[src/rtl/uart_tx_arbiter.sv]
// Round-robin arbiter sharing one UART transmitter among N_REQ byte producers.
// Define UART_ARB_TIMEOUT_EN to add the WAIT_DONE watchdog and sticky timeout_err.
module uart_tx_arbiter #(
    parameter int N_REQ          = 4,
    parameter int TIMEOUT_CYCLES = 20000
) (
    input  logic               clk,
    input  logic               reset,
    input  logic [N_REQ-1:0]   req,
    input  logic [8*N_REQ-1:0] req_data,
    input  logic [9:0]         cfg_cycles_per_bit,
    output logic [N_REQ-1:0]   ack,
    output logic               uart_start,
    output logic [7:0]         uart_tx_data,
    output logic [9:0]         uart_cycles_per_bit,
    input  logic               uart_tx_done,
    output logic               busy,
    output logic [2:0]         cur_id,
    output logic               frame_done,
    input  logic               err_clr,
    output logic               timeout_err
);

    typedef enum logic [1:0] {IDLE, START, WAIT_DONE, RELEASE} state_t;

    state_t     state;
    state_t     state_next;
    logic [2:0] rr_ptr;
    logic [7:0] req_ext;
    logic       grant_valid;
    logic [2:0] winner;
    logic [3:0] cand;
    logic [7:0] win_data;
    logic       timeout_hit;

    assign req_ext = 8'(req);

    // Scan from farthest to nearest so the first pending index after rr_ptr wins.
    always_comb begin
        grant_valid = 1'b0;
        winner      = 3'd0;
        cand        = 4'd0;
        for (int i = N_REQ; i >= 1; i--) begin
            cand = {1'b0, rr_ptr} + 4'(i);
            if (cand >= 4'(N_REQ)) begin
                cand = cand - 4'(N_REQ);
            end
            if (req_ext[cand[2:0]]) begin
                grant_valid = 1'b1;
                winner      = cand[2:0];
            end
        end
    end

    always_comb begin
        win_data = 8'd0;
        for (int k = 0; k < N_REQ; k++) begin
            if (winner == 3'(k)) begin
                win_data = req_data[8*k +: 8];
            end
        end
    end

`ifdef UART_ARB_TIMEOUT_EN
    logic [15:0] watchdog;

    always_ff @(posedge clk) begin
        if (reset || state_next != WAIT_DONE) begin
            watchdog <= 16'd0;
        end else if (state == WAIT_DONE) begin
            watchdog <= watchdog + 16'd1;
        end
    end

    assign timeout_hit = (state == WAIT_DONE) && !uart_tx_done &&
                         (watchdog == 16'(TIMEOUT_CYCLES - 1));

    // A new timeout outranks a simultaneous clear.
    always_ff @(posedge clk) begin
        if (reset) begin
            timeout_err <= 1'b0;
        end else if (timeout_hit) begin
            timeout_err <= 1'b1;
        end else if (err_clr) begin
            timeout_err <= 1'b0;
        end
    end
`else
    localparam int unused_timeout = TIMEOUT_CYCLES;
    logic unused_err_clr;

    assign unused_err_clr = err_clr;
    assign timeout_hit    = 1'b0;
    assign timeout_err    = 1'b0;
`endif

    always_ff @(posedge clk) begin
        if (reset) begin
            state <= IDLE;
        end else begin
            state <= state_next;
        end
    end

    always_comb begin
        state_next = state;
        case (state)
            IDLE:      if (grant_valid) state_next = START;
            START:     state_next = WAIT_DONE;
            WAIT_DONE: if (uart_tx_done || timeout_hit) state_next = RELEASE;
            RELEASE:   if (!uart_tx_done) state_next = IDLE;
            default:   state_next = IDLE;
        endcase
    end

    always_comb begin
        ack        = '0;
        uart_start = 1'b0;
        busy       = (state != IDLE);
        case (state)
            START: begin
                uart_start = 1'b1;
                for (int k = 0; k < N_REQ; k++) begin
                    ack[k] = (cur_id == 3'(k));
                end
            end
            WAIT_DONE: uart_start = 1'b1;
            default:   uart_start = 1'b0;
        endcase
    end

    // Frame fields are captured only on the IDLE->START edge and held until the next capture.
    always_ff @(posedge clk) begin
        if (reset) begin
            rr_ptr              <= 3'(N_REQ - 1);
            uart_tx_data        <= 8'd0;
            uart_cycles_per_bit <= 10'd0;
            cur_id              <= 3'd0;
            frame_done          <= 1'b0;
        end else begin
            frame_done <= (state == WAIT_DONE) && uart_tx_done;
            if (state == IDLE && grant_valid) begin
                rr_ptr              <= winner;
                cur_id              <= winner;
                uart_tx_data        <= win_data;
                uart_cycles_per_bit <= cfg_cycles_per_bit;
            end
        end
    end

endmodule

[config.mk]
export PLATFORM = sky130hd
export DESIGN_NAME = uart_tx_arbiter
export DESIGN_NICKNAME = d
export VERILOG_FILES = /design/src/rtl/uart_tx_arbiter.sv
export SDC_FILE = /design/constraint.sdc
export NUM_CORES = 1
export LEC_CHECK = 0
export ABC_AREA = 1
export CELL_PAD_IN_SITES_DETAIL_PLACEMENT = 0
export CELL_PAD_IN_SITES_GLOBAL_PLACEMENT = 1
export CORE_MARGIN = 5
export CORE_UTILIZATION = 31
export CTS_BUF_LIST = sky130_fd_sc_hd__clkbuf_2
export DETAILED_ROUTE_END_ITERATION = 8
export GPL_ROUTABILITY_DRIVEN = 0
export GPL_TIMING_DRIVEN = 0
export PLACE_DENSITY_LB_ADDON = 0.1
export SETUP_SLACK_MARGIN = 0.15
export SLEW_MARGIN = 40
export SYNTH_ARGS = -nofsm -noshare
export SYNTH_HDL_FRONTEND = slang
export SYNTH_SLANG_ARGS = --single-unit
[constraint.sdc]
create_clock -name clk -period 3.4 [get_ports clk]
set_input_delay 0.68 -clock clk [delete_from_list [all_inputs] [get_ports clk]]
set_output_delay 0.68 -clock clk [all_outputs]
set_load 0.005 [all_outputs]
# == Word level (Yosys, flattened, before mapping) ==
# Index checks and enable logic that the tools add are counted.
# totals
register_bits,27
latch_bits,0
ram_bits,0
rom_bits,0
output_inout_bits,29
mem_count,0
# classes
add_sub_neg,8
multipliers,0
div_mod_pow,0
n_lt_le_gt_ge,8
n_eq_ne,12
shifts,0
mux,30
n_bitwise,0
reduce_logical,8
# ops
op,count
two-way mux 8 bit,4
two-way mux 3 bit,8
"greater-or-equal comparator 4 x 3 -> 1 bit, second input constant",4
"< comparator 3 x 4 -> 1 bit, second input constant",4
binary-select mux 1 bit (select 3 bit),4
"== test 3 x 2 -> 1 bit, second input constant",4
"subtractor 3 bit, second input constant",4
two-way mux 1 bit,9
"adder 3 x 2 -> 4 bit, second input constant",2
one-hot mux 2 bit (4 select lines),1
"== test 3 x 1 -> 1 bit, second input constant",2
zero test 3 bit,2
two-way mux 2 bit,3
"inequality test 2 bit, second input constant",3
"adder 3 x 1 -> 4 bit, second input constant",1
"adder 3 x 3 -> 4 bit, second input constant",1
"== test 2 bit, second input constant",2
two-way mux 4 bit,1
AND reduction 3 bit,1
"== test 2 x 1 -> 1 bit, second input constant",1
logical AND 1 bit,2
zero test 2 bit,1
nonzero test 2 bit,1
OR reduction 2 bit,1

# == Longest topological paths before layout ==
# Gate-level depths: netlist of the first run.
# logic_depth
ltp_word,14
mapped_depth,15

# == Least setup slack after synthesis of the first run ==
# OpenSTA, ideal clock, no wires.
# synth_timing
path_type,reg2reg
startpoint,reg rr_ptr[0]
endpoint,reg uart_tx_data[6]
setup_time_ps,117
t_arrival_ps,1963
path_slack_ps,1320
path_stages_with_launch,16
path_buffers,1
period_less_slack_ps,2080
cell_sequence,dfxtp_1 -> inv_4 -> ha_1 -> inv_1 -> nand3_1 -> nand2_1 -> nor2_4 -> nand2_4 -> nand2_2 -> nand2_4 -> nand2_8 -> buf_8 -> nand3_1 -> nand4_1 -> nor2_1 -> nor2_1
# synth_via
elab_chain_cells,14
# synth_rtl
item,line,source
start: declaration,28,logic [2:0] rr_ptr;
start signal: assignment,135,rr_ptr <= 3'(N_REQ - 1);
start signal: assignment,143,rr_ptr <= winner;
adder 3 x 3 -> 4 bit,44,"cand = {1'b0, rr_ptr} + 4'(i);"
greater-or-equal comparator 4 x 3 -> 1 bit / subtractor 3 bit (equally long branches),"45, 46",
two-way mux 3 bit,45,if (cand >= 4'(N_REQ)) begin
binary-select mux 1 bit (select 3 bit),48,if (req_ext[cand[2:0]]) begin
two-way mux 1 bit (not written as such),48,
two-way mux 3 bit (4 in a row),48,
zero test 3 bit,58,if (winner == 3'(k)) begin
two-way mux 8 bit (4 in a row),58,
end signal: assignment,145,uart_tx_data <= win_data;
end: declaration,14,"output logic [7:0] uart_tx_data,"
# Several ways; a longest one is shown, not always the timed one. The select of a mux whose other input is x is not followed.
# A chain may end at the register's enable or synchronous reset.

# == Worst setup path after layout of the first run ==
# layout_timing
startpoint,reg rr_ptr[0]
endpoint,reg uart_tx_data[7]
# The elaborated chain is that of the path after synthesis.

==> results of run 1 <==
## path summary, 6_finish.rpt
check / from / endpoint / slack, ns
min reg2reg: uart_tx_data[1]$_SDFFE_PP0P_ / uart_tx_data[1]$_SDFFE_PP0P_ / 0.48
max reg2reg: rr_ptr[0]$_SDFFE_PP1P_ / uart_tx_data[7]$_SDFFE_PP0P_ / 0.93
max: rr_ptr[0]$_SDFFE_PP1P_ / uart_tx_data[7]$_SDFFE_PP0P_ / 0.93
min: uart_tx_data[1]$_SDFFE_PP0P_ / uart_tx_data[1]$_SDFFE_PP0P_ / 0.48
## cell families after synthesis
group / after synthesis / synth area share [%]
AOI/OAI and AO/OA: 27 / 10.0
adders and majority gates: 7 / 5.34
buffers and inverters: 28 / 8.63
DFF: 26 / 31.8
muxes: 1 / 0.611
other: 1 / 0.229
and+or+nand+nor: 138 / 43.4
## registers in the layout, indices dropped and copies added (netlist names)
register and cells:
state 2, cur_id 3, frame_done 1, rr_ptr 2, uart_cycles_per_bit 10, uart_tx_data 8
## power groups by stage
| stage | sequential [mW] | clock, mW | combinational, mW |
|---|---|---|---|
| floorplan | 0.505 | 0 | 1.16 |
| global placement | 0.505 | 0 | 1.77 |
| detailed placement | 0.507 | 0 | 1.76 |
| CTS | 0.500 | 0.120 | 1.77 |
| global route | 0.516 | 0.129 | 1.96 |
| finish | 0.498 | 0.113 | 1.74 |
## final cells by class
| type | instances | share of cell area (%) |
|---|---|---|
| repair buffers | 76 | 30.4 |
| clock buffers | 3 | 0.599 |
| well taps | 70 | 3.49 |
| multi-input cells | 174 | 39.0 |
| plain buffers | 10 | 2.85 |
| flip-flops and latches | 26 | 20.8 |
| clock inverters | 1 | 0.150 |
| inverters | 18 | 2.80 |
## layer usage
layer	track usage, %	wire length [microns]
met2	24.4	2220
met4	3.92	23
met5	0	0
met3	4.34	464
met1	17.7	2150
## through the flow
| step | setup WS [ns] | total power [mW] |
|---|---|---|
| finish | 0.931 | 2.35 |
| floorplan | 1.32 | 1.67 |
| global route | 0.632 | 2.60 |
| detailed placement | 0.733 | 2.27 |
| CTS | 0.895 | 2.39 |
| global placement | 0.726 | 2.27 |
## worst reg2reg max path: cells and delay by family, from the launching register on
kind | cells | cell delay, ns
compound gates | 1 | 0.12
fa+ha+maj | 1 | 0.38
buf+inv | 3 | 0.45
flops | 1 | 0.58
simple gates | 9 | 0.91
## layout by cell type, fill, tap and decap left out
master,instances
clkdlybuf4s50_1,76
nand2_1,46
nor2_1,26
dfxtp_1,26
nand3_1,24
nand4_1,18
inv_1,14
o21ai_0,13
nand2_2,8
ha_1,7
a21oi_1,6
nor4_1,4
a21oi_2,4
nand3_2,3
clkbuf_1,3
buf_4,3
nand2_4,3
clkbuf_2,3
inv_2,2
nor2_4,2
clkinv_1,2
o211ai_1,2
nor3_1,2
inv_4,1
clkbuf_8,1
buf_2,1
buf_1,1
nand3_4,1
nand2_8,1
buf_8,1
mux2i_1,1
a211oi_1,1
a21boi_2,1
conb_1,1
==> impl_metrics.yaml, run 1 <==
worst_setup_path:
  cp.arrival_ns: 2.76
  critPathKind: "register to register"
  cp.required_ns: 3.69
  path_buf_inv: 3
  cp_cell_sequence: "inv_4 > ha_1 > inv_1 > nand3_1 > nand3_1 > nand2_1 > nand2_1 > nand2_1 > nand2_4 > clkbuf_8 > nand4_1 > nand4_1 > nand2_1 > a21oi_1"
  worstRegToRegCells: 14
  cp_slowest_cell: "dfxtp_1"
  path_max_fanout: 10
  critical-path-top-delay-family: "simple AND/OR/NAND/NOR gates"
  crit_top_cell: "nand2_1"
  cp_slowest_stage_delay_ns: 0.58
  cp-start-kind: "register"
  path_depth: 14
  endpoint_kind: "register"
power_and_ir_drop:
  intPower_mw: 1.17
  p_leak_nw: 1.04
  p_switching_mw: 1.17
  p_sw_share_pct: 50.0
  powerDensity_mw_per_mm2: 937
  seqPwrFrac_pct: 21.2
  clockPowerShare_pct: 4.8
  pwr-share-comb_pct: 74.0
  ir_drop_mv: 0.330
synthesis:
  synth.most_common_cell: "nand2_1"
  syn_inst: 228
  yosys.cell_types.count: 32
  synth_commonest_cells: "nand2_1 (46), dfxtp_1 (26), nor2_1 (26), nand3_1 (24), nand4_1 (18)"
  yosysTopAreaCell: "dfxtp_1"
  synth_top_area_share_pct: 31.8
  yosys_warnings: 0
  synth.area.top_cells: "dfxtp_1 (32%), nand2_1 (11%), nand3_1 (7.3%)"
  ys_seq_area_share_pct: 31.8
  async_flop_share_pct: 0
  synth_seq_cells: 26
  ys.flop_type: "dfxtp_1"
  synth_fp_nets: 285
  synth_area_sq_mm: 0.00164
  synth-edff-count: 0
  syn_area_per_cell_sq_um: 7.19
sta:
  skew_ns: 0.00421
  setup_viol: 0
  slew_violations: 0
  hold_viol: 0
  whs_ns: 0.485
  period_share_pct: 72.6
  tightestPinTransition_ns: 0.550
  rsz0062_at_grt: "no"
  setup_tns_ns: 0
  max_slew_margin_pct: 63.3
  period_minus_slack_ns: 2.47
  timing.fmax_ghz: 0.405
drt:
  via_count: 1747
  wl_per_cell_microns: 12.9
  wl_microns: 4860
  firstDrtPassIters: 4
  final_antenna_net_count: 0
  drc: 0
  dr.first_iter.drc_count: 49
  vias_per_cell: 4.62
cells_and_area:
  layout-drive-gt1-share_pct: 11.4
  num_antenna_cells: 0
  syn_to_final_growth_pct: 52.9
  nFillCells: 558
  fin_area_sq_mm: 0.00251
  fin_cells: 378
  regArea_sq_um: 520
  final_nets: 366
  multiInputGateArea_sq_um: 977
  fin_util_pct: 49.1
placement:
  placed_cells: 374
  post_dp_cell_area_sq_mm: 0.00249
  port_buffers: 76
  hpwl_microns: 3930
cts:
  cts_tree: "done"
  cts_setup_buffers: 0
  clock-sinks: 26
  cts.repair.resized: 0
  root_buffer: "clkbuf_2"
  clk_pin_slew_ns: 0.23
  ctsHoldBuffers: 0
  clk_latency_ns: 0.34
  htreeDepth: 1
  clockBufferDepth: 2
  numCtsBuffers: 3
global_routing:
  grt_pass1_vias: 1736
  grt_pass1_wl_microns: 7760
  grt.total_usage_pct: 14.4
  overflow: 0
  grt_max_degree: 15
  antenna_found_initial: 0
floorplan:
  num_rows: 26
  io_pins: 79
  start_util_pct: 32.1
  coreArea_sq_mm: 0.00511
  die_h_microns: 82.7
  design.die.area_sq_mm: 0.00684
  die_w_microns: 82.7
min_path:
  hold_path_class: "register to register"
  hold_depth: 2
run:
  drv_cap: 0
run_status:
  status: "finished clean"
No activity file was read; power rests on OpenSTA's default activity.
==> run 2: changes to the inputs <==
Settings changed: CORE_UTILIZATION 31 to 28.
Clock period 3.4 ns to 2.3 ns, I/O delays scaled along.
==> impl_metrics.yaml, run 2 (synthesis gave the netlist of run 1 again) <==
sta:
  max_slew_margin_pct: 61.9
  slew_violations: 0
  period_minus_slack_ns: 2.02
  period_share_pct: 87.7
  timing.fmax_ghz: 0.496
  rsz0062_at_grt: "yes"
  whs_ns: 0.484
  setup_viol: 0
  setup_tns_ns: 0
  hold_viol: 0
  skew_ns: 0.00318
  tightestPinTransition_ns: 0.571
cells_and_area:
  num_antenna_cells: 0
  fin_util_pct: 48.6
  top_register: "uart_cycles_per_bit"
  layout-drive-gt1-share_pct: 22.7
  fin_cells: 394
  regArea_sq_um: 529
  syn_to_final_growth_pct: 66.4
  layout_common_cells: "clkdlybuf4s50_1 (70), nand2_1 (40), nor2_1 (26)"
  multiInputGateArea_sq_mm: 0.00107
  nFillCells: 597
  reg_top3: "uart_cycles_per_bit: 10 flops, uart_tx_data: 8 flops, cur_id: 3 flops"
  final_nets: 380
  fin_area_sq_mm: 0.00273
  largest_reg_flops: 10
  final_common_cell: "clkdlybuf4s50_1"
cts:
  clk_pin_slew_ns: 0.23
  clockBufferDepth: 2
  htreeDepth: 1
  root_buffer: "clkbuf_2"
  cts_tree: "done"
  numCtsBuffers: 3
  clk_latency_ns: 0.34
  ctsHoldBuffers: 0
  clock-sinks: 26
global_routing:
  grt_pass1_vias: 1731
  grt_max_degree: 15
  grt_pass1_wl_microns: 8380
  grt.total_usage_pct: 13.7
  overflow: 0
  antenna_found_initial: 0
floorplan:
  coreArea_sq_mm: 0.00561
  design.die.area_sq_mm: 0.00748
  start_util_pct: 29.2
  num_rows: 27
  die_w_microns: 86.5
  io_pins: 79
  die_h_microns: 86.5
worst_setup_path:
  endpoint_kind: "register"
  critPathKind: "register to register"
  cp_cell_sequence: "buf_6 > ha_2 > nand4_1 > nand3_4 > nand2_2 > inv_2 > nand3_4 > buf_4 > buf_4 > nand4_1 > nand4_1 > nand2_1 > a21oi_1"
  path_max_fanout: 7
  crit_top_cell: "nand4_1"
  cp_slowest_stage_delay_ns: 0.44
  cp-start-kind: "register"
  cp_slowest_cell: "dfxtp_4"
  path_buf_inv: 4
  cp.arrival_ns: 2.25
  critical-path-top-delay-family: "simple AND/OR/NAND/NOR gates"
  cp.required_ns: 2.54
drt:
  dr.first_iter.drc_count: 27
  drc: 0
  wl_per_cell_microns: 13.2
  final_antenna_net_count: 0
  vias_per_cell: 4.58
  wl_microns: 5190
  via_count: 1803
  firstDrtPassIters: 4
placement:
  post_dp_cell_area_sq_mm: 0.00249
  placed_cells: 376
  hpwl_microns: 3960
  port_buffers: 76
run_status:
  status: "finished clean"
run:
  drv_cap: 0
min_path:
  hold_path_class: "register to register"
power_and_ir_drop:
  p_leak_nw: 1.16
  ir_drop_mv: 0.624
  powerDensity_mw_per_mm2: 1450
-- run 2: layout make-up --
type                            count  area share (%)
Buffer                             10            2.71
Inverter                           18            2.94
Clock inverter                      1           0.138
Multi-Input combinational cell    174            39.1
Sequential cell                    26            19.4
Timing Repair Buffer               90            31.9
Tap cell                           72            3.30
Clock buffer                        3           0.550
-- run 2: path summary, 6_finish.rpt --
check	startpoint	end	cells after the start	slack, ns
worst max-delay path	rr_ptr[0]$_SDFFE_PP1P_	uart_tx_data[5]$_SDFFE_PP0P_	13	0.28
worst min-delay path	uart_tx_data[5]$_SDFFE_PP0P_	uart_tx_data[5]$_SDFFE_PP0P_	2	0.48
worst max register to register	rr_ptr[0]$_SDFFE_PP1P_	uart_tx_data[5]$_SDFFE_PP0P_	13	0.28
worst min register to register	uart_tx_data[5]$_SDFFE_PP0P_	uart_tx_data[5]$_SDFFE_PP0P_	2	0.48
-- run 2: routing by layer --
layer  routed length, microns  part of all wire (%)  global-route usage [%]  up-vias
li1                         -                     -                       -      959
met1                     2390                    46                    18.3      796
met2                     2400                    46                    22.6       44
met3                      343                   6.6                    2.85        4
met4                       51                  0.98                    3.40        0
met5                        0                     0                       0        -
-- run 2: per-stage QoR --
| step | total power [mW] | setup slack (ns) |
|---|---|---|
| final | 3.95 | 0.284 |
| after detailed placement | 3.36 | -0.159 |
| after global routing | 4.39 | 0.135 |
| after global placement | 3.37 | -0.185 |
| after floorplan | 2.46 | 0.220 |
| after CTS | 3.65 | 0.136 |
-- run 2: worst min-delay path: stages (launching register included) --
cell     delay, ns
dfxtp_1       0.36
nand2_1       0.06
a21oi_1       0.06
-- run 2: repair_timing --
item	CTS	global route
buffers inserted	4	10
gates cloned	0	0
hold endpoints to repair	0	0
gates resized for setup	13	28
pin swaps	3	18
setup endpoints to repair	30	20
-- run 2: where the power goes --
| group | total, mW | switching [mW] | leakage (nW) | internal (mW) |
|---|---|---|---|---|
| Combinational | 3.04 | 1.67 | 0.934 | 1.38 |
| Sequential | 0.740 | 0.108 | 0.216 | 0.631 |
| Clock | 0.168 | 0.130 | 0.0140 | 0.0378 |
==> run 3: changes to the inputs <==
Settings changed: SKIP_LAST_GASP set to 1.
==> results of run 3 <==
Final layout, timing and power as in run 2 (identical DEF).
